--- src/rtl/router_pkt_fifo.sv ---
// Packet-aware FIFO feeding one router output port; tracks the bytes left in the current packet.
// Optional status ports (occupancy, almost_full) are built when PFIFO_STATUS_EN is defined.
module router_pkt_fifo #(
  parameter  int DATA_W    = 8,
  parameter  int DEPTH     = 16,
  parameter  int AF_MARGIN = 2,
  localparam int ADDR_W    = $clog2(DEPTH)
) (
  input  logic              clk,
  input  logic              rst,
  input  logic              soft_rst,
  input  logic              wr_en,
  input  logic              rd_en,
  input  logic              lfd_state,
  input  logic [DATA_W-1:0] din,
  output logic              full,
  output logic              empty,
  output logic [DATA_W-1:0] dout,
  output logic              pkt_busy,
  output logic              ovf,
`ifdef PFIFO_STATUS_EN
  output logic [ADDR_W:0]   occupancy,
  output logic              almost_full,
`endif
  output logic              udf
);

  localparam int PR_W = DATA_W - 1;

  if ((DEPTH & (DEPTH - 1)) != 0 || DEPTH < 4 || AF_MARGIN >= DEPTH) begin : g_bad_params
    $error("router_pkt_fifo: DEPTH must be a power of 2 >= 4 and AF_MARGIN < DEPTH");
  end

  logic [DATA_W:0]   mem_q [DEPTH];
  logic [ADDR_W-1:0] wr_ptr_q, wr_ptr_d, rd_ptr_q, rd_ptr_d;
  logic [ADDR_W:0]   count_q, count_d;
  logic [PR_W-1:0]   pkt_rem_q, pkt_rem_d;
  logic [DATA_W-1:0] dout_q, dout_d;
  logic              ovf_q, ovf_d, udf_q, udf_d;
  logic              wr_fire, rd_fire;
  logic [DATA_W:0]   rd_entry;

  assign full     = (count_q == (ADDR_W+1)'(DEPTH));
  assign empty    = (count_q == '0);
  assign wr_fire  = wr_en && !full;
  assign rd_fire  = rd_en && !empty;
  assign rd_entry = mem_q[rd_ptr_q];

  always_comb begin
    wr_ptr_d  = wr_ptr_q;
    rd_ptr_d  = rd_ptr_q;
    count_d   = count_q;
    pkt_rem_d = pkt_rem_q;
    dout_d    = dout_q;
    ovf_d     = ovf_q | (wr_en && full);
    udf_d     = udf_q | (rd_en && empty);
    if (soft_rst) begin
      wr_ptr_d  = '0;
      rd_ptr_d  = '0;
      count_d   = '0;
      pkt_rem_d = '0;
      dout_d    = '0;
      ovf_d     = 1'b0;
      udf_d     = 1'b0;
    end else begin
      if (wr_fire) wr_ptr_d = wr_ptr_q + ADDR_W'(1);
      if (rd_fire) begin
        rd_ptr_d = rd_ptr_q + ADDR_W'(1);
        dout_d   = rd_entry[DATA_W-1:0];
        // Header reload covers the payload plus the trailing parity byte.
        if (rd_entry[DATA_W])
          pkt_rem_d = PR_W'(rd_entry[DATA_W-1:2]) + PR_W'(1);
        else if (pkt_rem_q != '0)
          pkt_rem_d = pkt_rem_q - PR_W'(1);
      end
      case ({wr_fire, rd_fire})
        2'b10:   count_d = count_q + (ADDR_W+1)'(1);
        2'b01:   count_d = count_q - (ADDR_W+1)'(1);
        default: count_d = count_q;
      endcase
    end
  end

  always_ff @(posedge clk or negedge rst) begin
    if (!rst) begin
      wr_ptr_q  <= '0;
      rd_ptr_q  <= '0;
      count_q   <= '0;
      pkt_rem_q <= '0;
      dout_q    <= '0;
      ovf_q     <= 1'b0;
      udf_q     <= 1'b0;
    end else begin
      wr_ptr_q  <= wr_ptr_d;
      rd_ptr_q  <= rd_ptr_d;
      count_q   <= count_d;
      pkt_rem_q <= pkt_rem_d;
      dout_q    <= dout_d;
      ovf_q     <= ovf_d;
      udf_q     <= udf_d;
    end
  end

  // Storage is deliberately left out of reset; count/pointers define validity.
  always_ff @(posedge clk) begin
    if (!soft_rst && wr_fire) mem_q[wr_ptr_q] <= {lfd_state, din};
  end

  assign dout     = dout_q;
  assign pkt_busy = (pkt_rem_q != '0);
  assign ovf      = ovf_q;
  assign udf      = udf_q;

`ifdef PFIFO_STATUS_EN
  assign occupancy   = count_q;
  assign almost_full = (count_q >= (ADDR_W+1)'(DEPTH - AF_MARGIN));
`endif

endmodule

--- config.mk ---
export PLATFORM = sky130hd
export DESIGN_NAME = router_pkt_fifo
export DESIGN_NICKNAME = d
export VERILOG_FILES = /design/src/rtl/router_pkt_fifo.sv
export SDC_FILE = /design/constraint.sdc
export NUM_CORES = 1
export LEC_CHECK = 0
export CORE_UTILIZATION = 45
export CTS_CLUSTER_SIZE = 10
export DETAILED_ROUTE_END_ITERATION = 10
export PLACE_DENSITY = 0.63
export SETUP_SLACK_MARGIN = 0.05
export SLEW_MARGIN = 20
export SYNTH_ARGS = -nofsm -noshare
export SYNTH_HDL_FRONTEND = slang
export SYNTH_SLANG_ARGS = --single-unit
export TNS_END_PERCENT = 20
--- constraint.sdc ---
create_clock -name clk -period 2.55 [get_ports clk]
set_clock_uncertainty 0.05 [all_clocks]
set_input_delay 0.3825 -clock clk [delete_from_list [all_inputs] [get_ports clk]]
set_output_delay 0.3825 -clock clk [all_outputs]
set_load 0.01 [all_outputs]
# --- Word-level counts from Yosys, hierarchy flattened ---
# Memories as Yosys holds them, arrays and structs flattened.
# Index checks and enable logic that the tools add are counted.
word_totals:
  ff_bits: 30
  ramBits: 144
  input_bits: 14
  out_inout_bits: 13
  word_cells: 50
  memories: 1
memory_table:
  columns: ["memory", "words", "width", "rd", "rd_clocked_by_memory_dff", "write_ports", "line_no", "rtl"]
  rows:
  - ["mem_q", 16, 9, 1, 0, 1, "34", "logic [DATA_W:0] mem_q [DEPTH];"]
classes:
  n_addsub: 6
  eq_ne: 3
  muxes: 16
  bitwise: 2
  reduce_logical: 15
ops:
  columns: ["operator", "count"]
  rows:
  - ["7-bit two-way mux", 4]
  - ["4-bit two-way mux", 4]
  - ["8-bit two-way mux", 2]
  - ["5-bit one-hot mux with 2 select lines", 1]
  - ["4-bit by 1-bit adder with 4-bit output (second input constant)", 2]
  - ["6-bit by 1-bit adder with 7-bit output (second input constant)", 1]
  - ["7-bit nonzero test", 1]
  - ["7-bit by 1-bit subtractor with 7-bit output (second input constant)", 1]
  - ["3-bit nonzero test", 2]
  - ["5-bit by 1-bit adder with 5-bit output (second input constant)", 1]
  - ["5-bit == test (second input constant)", 1]
  - ["1-bit logical AND", 5]
  - ["5-bit zero test", 1]
  - ["5-bit two-way mux", 1]
  - ["5-bit by 1-bit subtractor with 5-bit output (second input constant)", 1]
  - ["1-bit two-way mux", 4]
  - ["2-bit nonzero test", 2]
  - ["1-bit zero test", 3]
  - ["2-bit by 1-bit == test with 1-bit output (second input constant)", 1]
  - ["2-bit == test (second input constant)", 1]
  - ["1-bit OR", 2]
  - ["2-bit AND reduction", 1]

# --- Depth between registers and ports, before layout ---
depth:
  depth_word: 6
  depth_mapped: 12
  depth_no_buf: 12

# --- Worst setup path after synthesis ---
# OpenSTA, ideal clock, no wires.
synth_timing:
  path_kind: "register to register"
  start: "reg count_q[1]"
  end: "reg count_q[4]"
  arrival_ns: 2.612
  slack_ns: -0.244
  path_stages_with_launch: 12
  cell_sequence: "dfrtp_1 > or4_1 > o21ai_1 > or2_1 > inv_1 > xnor2_1 > ha_1 > or3_1 > a31oi_1 > mux2i_1 > xnor2_1 > nor2_1"
synth_via:
  elab_chain_cells: 6
  elab_cells_between_ends: 13
  cone_classes: "add/sub (2); eq/ne (3); mux (2); reduce/logical (6)"
synth_lines:
  columns: ["item", "line_no", "rtl"]
  rows:
  - ["from (decl)", "36", "logic [ADDR_W:0] count_q, count_d;"]
  - ["from (signal assigned)", "96", "count_q <= count_d;"]
  - ["5-bit == test / 5-bit zero test (equally long branches)", "43, 44", null]
  - ["1-bit zero test (on tied branches)", "45, 46", null]
  - ["1-bit logical AND (on tied branches)", "45, 46", null]
  - ["2-bit by 1-bit == test with 1-bit output / 2-bit == test (equally long branches)", "76", "case ({wr_fire, rd_fire})"]
  - ["5-bit one-hot mux with 2 select lines", "76", null]
  - ["5-bit two-way mux", "57", "if (soft_rst) begin"]
# Parallel ways exist; a longest one is shown, timed or not.
# A chain may end at the register's enable or synchronous reset.

# --- Worst setup path in the final report ---
layout_timing:
  start: "reg count_q[3]"
  end: "reg count_q[4]"
# The elaborated chain is that of the path after synthesis.

==> reports/qor.txt <==
Status = finished, violations left
Failing checks = setup timing
Fillcell total = 1246
Arr. time, crit path = 2910 ps
HPWL reported at the end of detailed placement = 10400 um
Largest buffer count on any clock path = 2
Sequential area share after synthesis = 0.690
Reg2reg start = count_q[3]
Net switching share of the total power = 0.299
Average size of a mapped cell = 16.5 sq um
Remaining number of nets flagged by the antenna check after routing = 0
Number of global-route vias before repair = 4112
Net total in the final layout = 552
Worst EP required = 2810 ps
Core Footprint = 15900 sq um
Leading cell types by total area after synthesis = sky130_fd_sc_hd__edfxtp_1 (59%), sky130_fd_sc_hd__dfrtp_1 (10%), sky130_fd_sc_hd__mux4_2 (5.5%)
Maximum number of pins on one net before global-route repair = 31
Worst VDD drop = 0.670 mV
Synth unique cells = 48
Endpoints failing hold = 0
Width of the chip = 130 um
Worst-path clk slew = 70 ps
Area delta synth->final = 21.5%
Combinational power share = 0.297
Worst hold path class = input pin to asynchronous set/reset pin
Smallest hold slack = 296 ps
Clock root buffer = sky130_fd_sc_hd__clkbuf_16
Power Total = 8.23 mW
Final weighted congestion of routability-driven global placement = 0.787
Number of failing setup endpoints in the final timing report = 1
P_int = 5.76 mW
DRC violation count after routing = 0
Worst Path Max Fanout = 2
Worst setup path class = register to register
RSZ-0062 raised after global routing = yes
Crit end category = register
Tot GR Track Use = 0.204
CTS Sinks = 174
Total net switching power = 2.46 mW
Count of standard-cell rows = 46
Slew @ Worst Pin = 709 ps
DR vias = 4250
Count of pins on the block boundary = 27
Initial Util = 0.461
Number of antenna violations at the first check in global routing = 0
Number of H-tree branching levels = 4
Number of max-slew violations in the final report = 0
TritonCTS clock tree = done
Vias/cell = 5.61
Yosys Warn Count = 0
Number of antenna cells inserted = 0
First DRT Iteration DRCs = 409
Number of max-capacitance violations reported = 0
Async set-or-reset flop fraction in the synthesized netlist = 0.172
Routed len/inst = 21.0 um
Main synth FF type = sky130_fd_sc_hd__edfxtp_1
Count of buffers inserted at the top-level ports = 26
Buffers & Inverters on Critical Path = 1
Total leakage power = 3.11 nW
Wire length of the first global-routing pass = 24000 um
Post-synth EDFFs = 144
Power per unit of standard cell area = 921 nW/um^2
Final worst-path cycle share = 1.04
Length of the first detailed-routing pass in iterations = 5
Highest clock frequency the design can meet = 0.377 GHz
Post-synthesis instance area = 7350 sq um
Clk_lat worst skew = 420 ps
Most frequently used cell type in the post-synthesis netlist = sky130_fd_sc_hd__edfxtp_1
Category of the worst setup path launch point = register
Share of cells above drive strength 1 = 0.250
CTS Buf Count = 17
Overflow after GRT = 0
Biggest cell delay along the critical path = 540 ps
Post-route worst setup slack = -101 ps
Cell at the slowest stage of the critical path = sky130_fd_sc_hd__or4_4
Synthesized Nets = 469
Die outline area = 16900 sq um
Yosys top cell by area = sky130_fd_sc_hd__edfxtp_1
Area fraction of the dominant cell type after synthesis = 0.588
Y dimension of the die = 130 um
Post-CTS Hold Buffers = 0
Power share of the clock group = 0.286
Routed wire length = 15900 um
Cells traversed along the worst timing path = or4_4 -> o21ai_2 -> or2_4 -> inv_4 -> xnor2_2 -> ha_2 -> or3_1 -> a31oi_2 -> mux2i_1 -> xnor2_1 -> nor2_1
Number of instances in the synthesized netlist = 446
Worst setup path start = count_q[3]
Top cells by count, synth = sky130_fd_sc_hd__edfxtp_1 (144), sky130_fd_sc_hd__nor2_1 (41), sky130_fd_sc_hd__nand2_1 (33)
Delay-heaviest family, CP = simple AND/OR/NAND/NOR gates
Portion of total power attributed to sequential cells = 0.418
Worst slew margin = 0.526
Final critical path time including I/O delays and setup = 2650 ps
Flop and latch count out of synthesis = 174
## area by class of cell
class,instances,area (sq um),share of cell area
tap,216,270,0.0303
sequential,174,5080,0.569
clock buffer,17,425,0.0476
timing repair buffer,84,815,0.0912
clock inverter,14,113,0.0126
multi-input combinational,244,2200,0.246
inverter,8,32.5,0.00364
## per-stage QoR
step	std cells	utilization	instance area, sq um	setup slack, ps	TNS, ps
after floorplan	446	-	7360	-96.0	-96.0
after global placement	721	0.518	8260	-148	-148
after detailed placement	721	0.518	8260	-196	-238
after CTS	756	0.556	8860	-100	-100
after global routing	757	0.560	8930	-216	-381
final	757	0.560	8930	-101	-101
## kinds of logic (layout without fill, tap and decap cells)
kind of cell | after synthesis | in the layout | share of synthesized area
xor+xnor | 15 | 15 | 0.0179
mux | 47 | 47 | 0.128
flops | 174 | 174 | 0.690
compound gates | 59 | 59 | 0.0538
fa+ha+maj | 9 | 9 | 0.0153
buf+inv | 28 | 123 | 0.0243
simple gates | 114 | 114 | 0.0703
## per-layer routing
layer,up-vias,track usage,routed length (um)
met4,0,0.0622,239
met1,2188,0.273,6950
met2,125,0.335,7940
met3,19,0.0435,789
li1,1918,-,-
met5,-,0,0
## power by group through the flow
| stage | logic [mW] | clock network [mW] | registers, mW |
|---|---|---|---|
| 6_report | 2.44 | 2.35 | 3.44 |
| 5_1_grt | 2.66 | 2.51 | 3.46 |
| 4_1_cts | 2.38 | 2.40 | 3.44 |
| 3_5_place_dp | 2.30 | 0 | 3.49 |
| 3_3_place_gp | 2.28 | 0 | 3.48 |
| 2_1_floorplan | 1.58 | 0 | 3.46 |
## sequential cells by signal, summed over array words and instances (netlist names)
| register | cells |
|---|---|
| wr_ptr_q | 4 |
| dout | 8 |
| ovf | 1 |
| mem_q | 144 |
| rd_ptr_q | 4 |
| pkt_rem_q | 7 |
| udf | 1 |
| count_q | 5 |
## placed cells by master, fill, tap and decap left out, types with 14 or more instances in the layout
cell type and count:
sky130_fd_sc_hd__nor2_1 40, sky130_fd_sc_hd__edfxtp_1 144, sky130_fd_sc_hd__dfrtp_1 28, sky130_fd_sc_hd__clkdlybuf4s50_1 25, sky130_fd_sc_hd__a21oi_1 14, sky130_fd_sc_hd__nand2_1 32, sky130_fd_sc_hd__mux4_1 14, sky130_fd_sc_hd__clkbuf_16 17
sky130_fd_sc_hd__buf_4 48, sky130_fd_sc_hd__mux4_2 19
## repair_timing
item,in CTS,in global routing
setup endpoints to repair,7,9
pin swaps,9,13
resized for setup,10,14
buffers inserted,4,1
## worst paths after layout
check | slack [ps] | endpoint | cells after the start
worst max-delay path | -100 | count_q[4] | 11
worst min-delay path | 300 | count_q[4] | 2
worst max register to register | -100 | count_q[4] | 11
worst min register to register | 450 | ovf | 2
max in group asynchronous | 1830 | rd_ptr_q[0] | 2
min in group clk | 450 | ovf | 2
No activity file was read; power rests on OpenSTA's default activity.
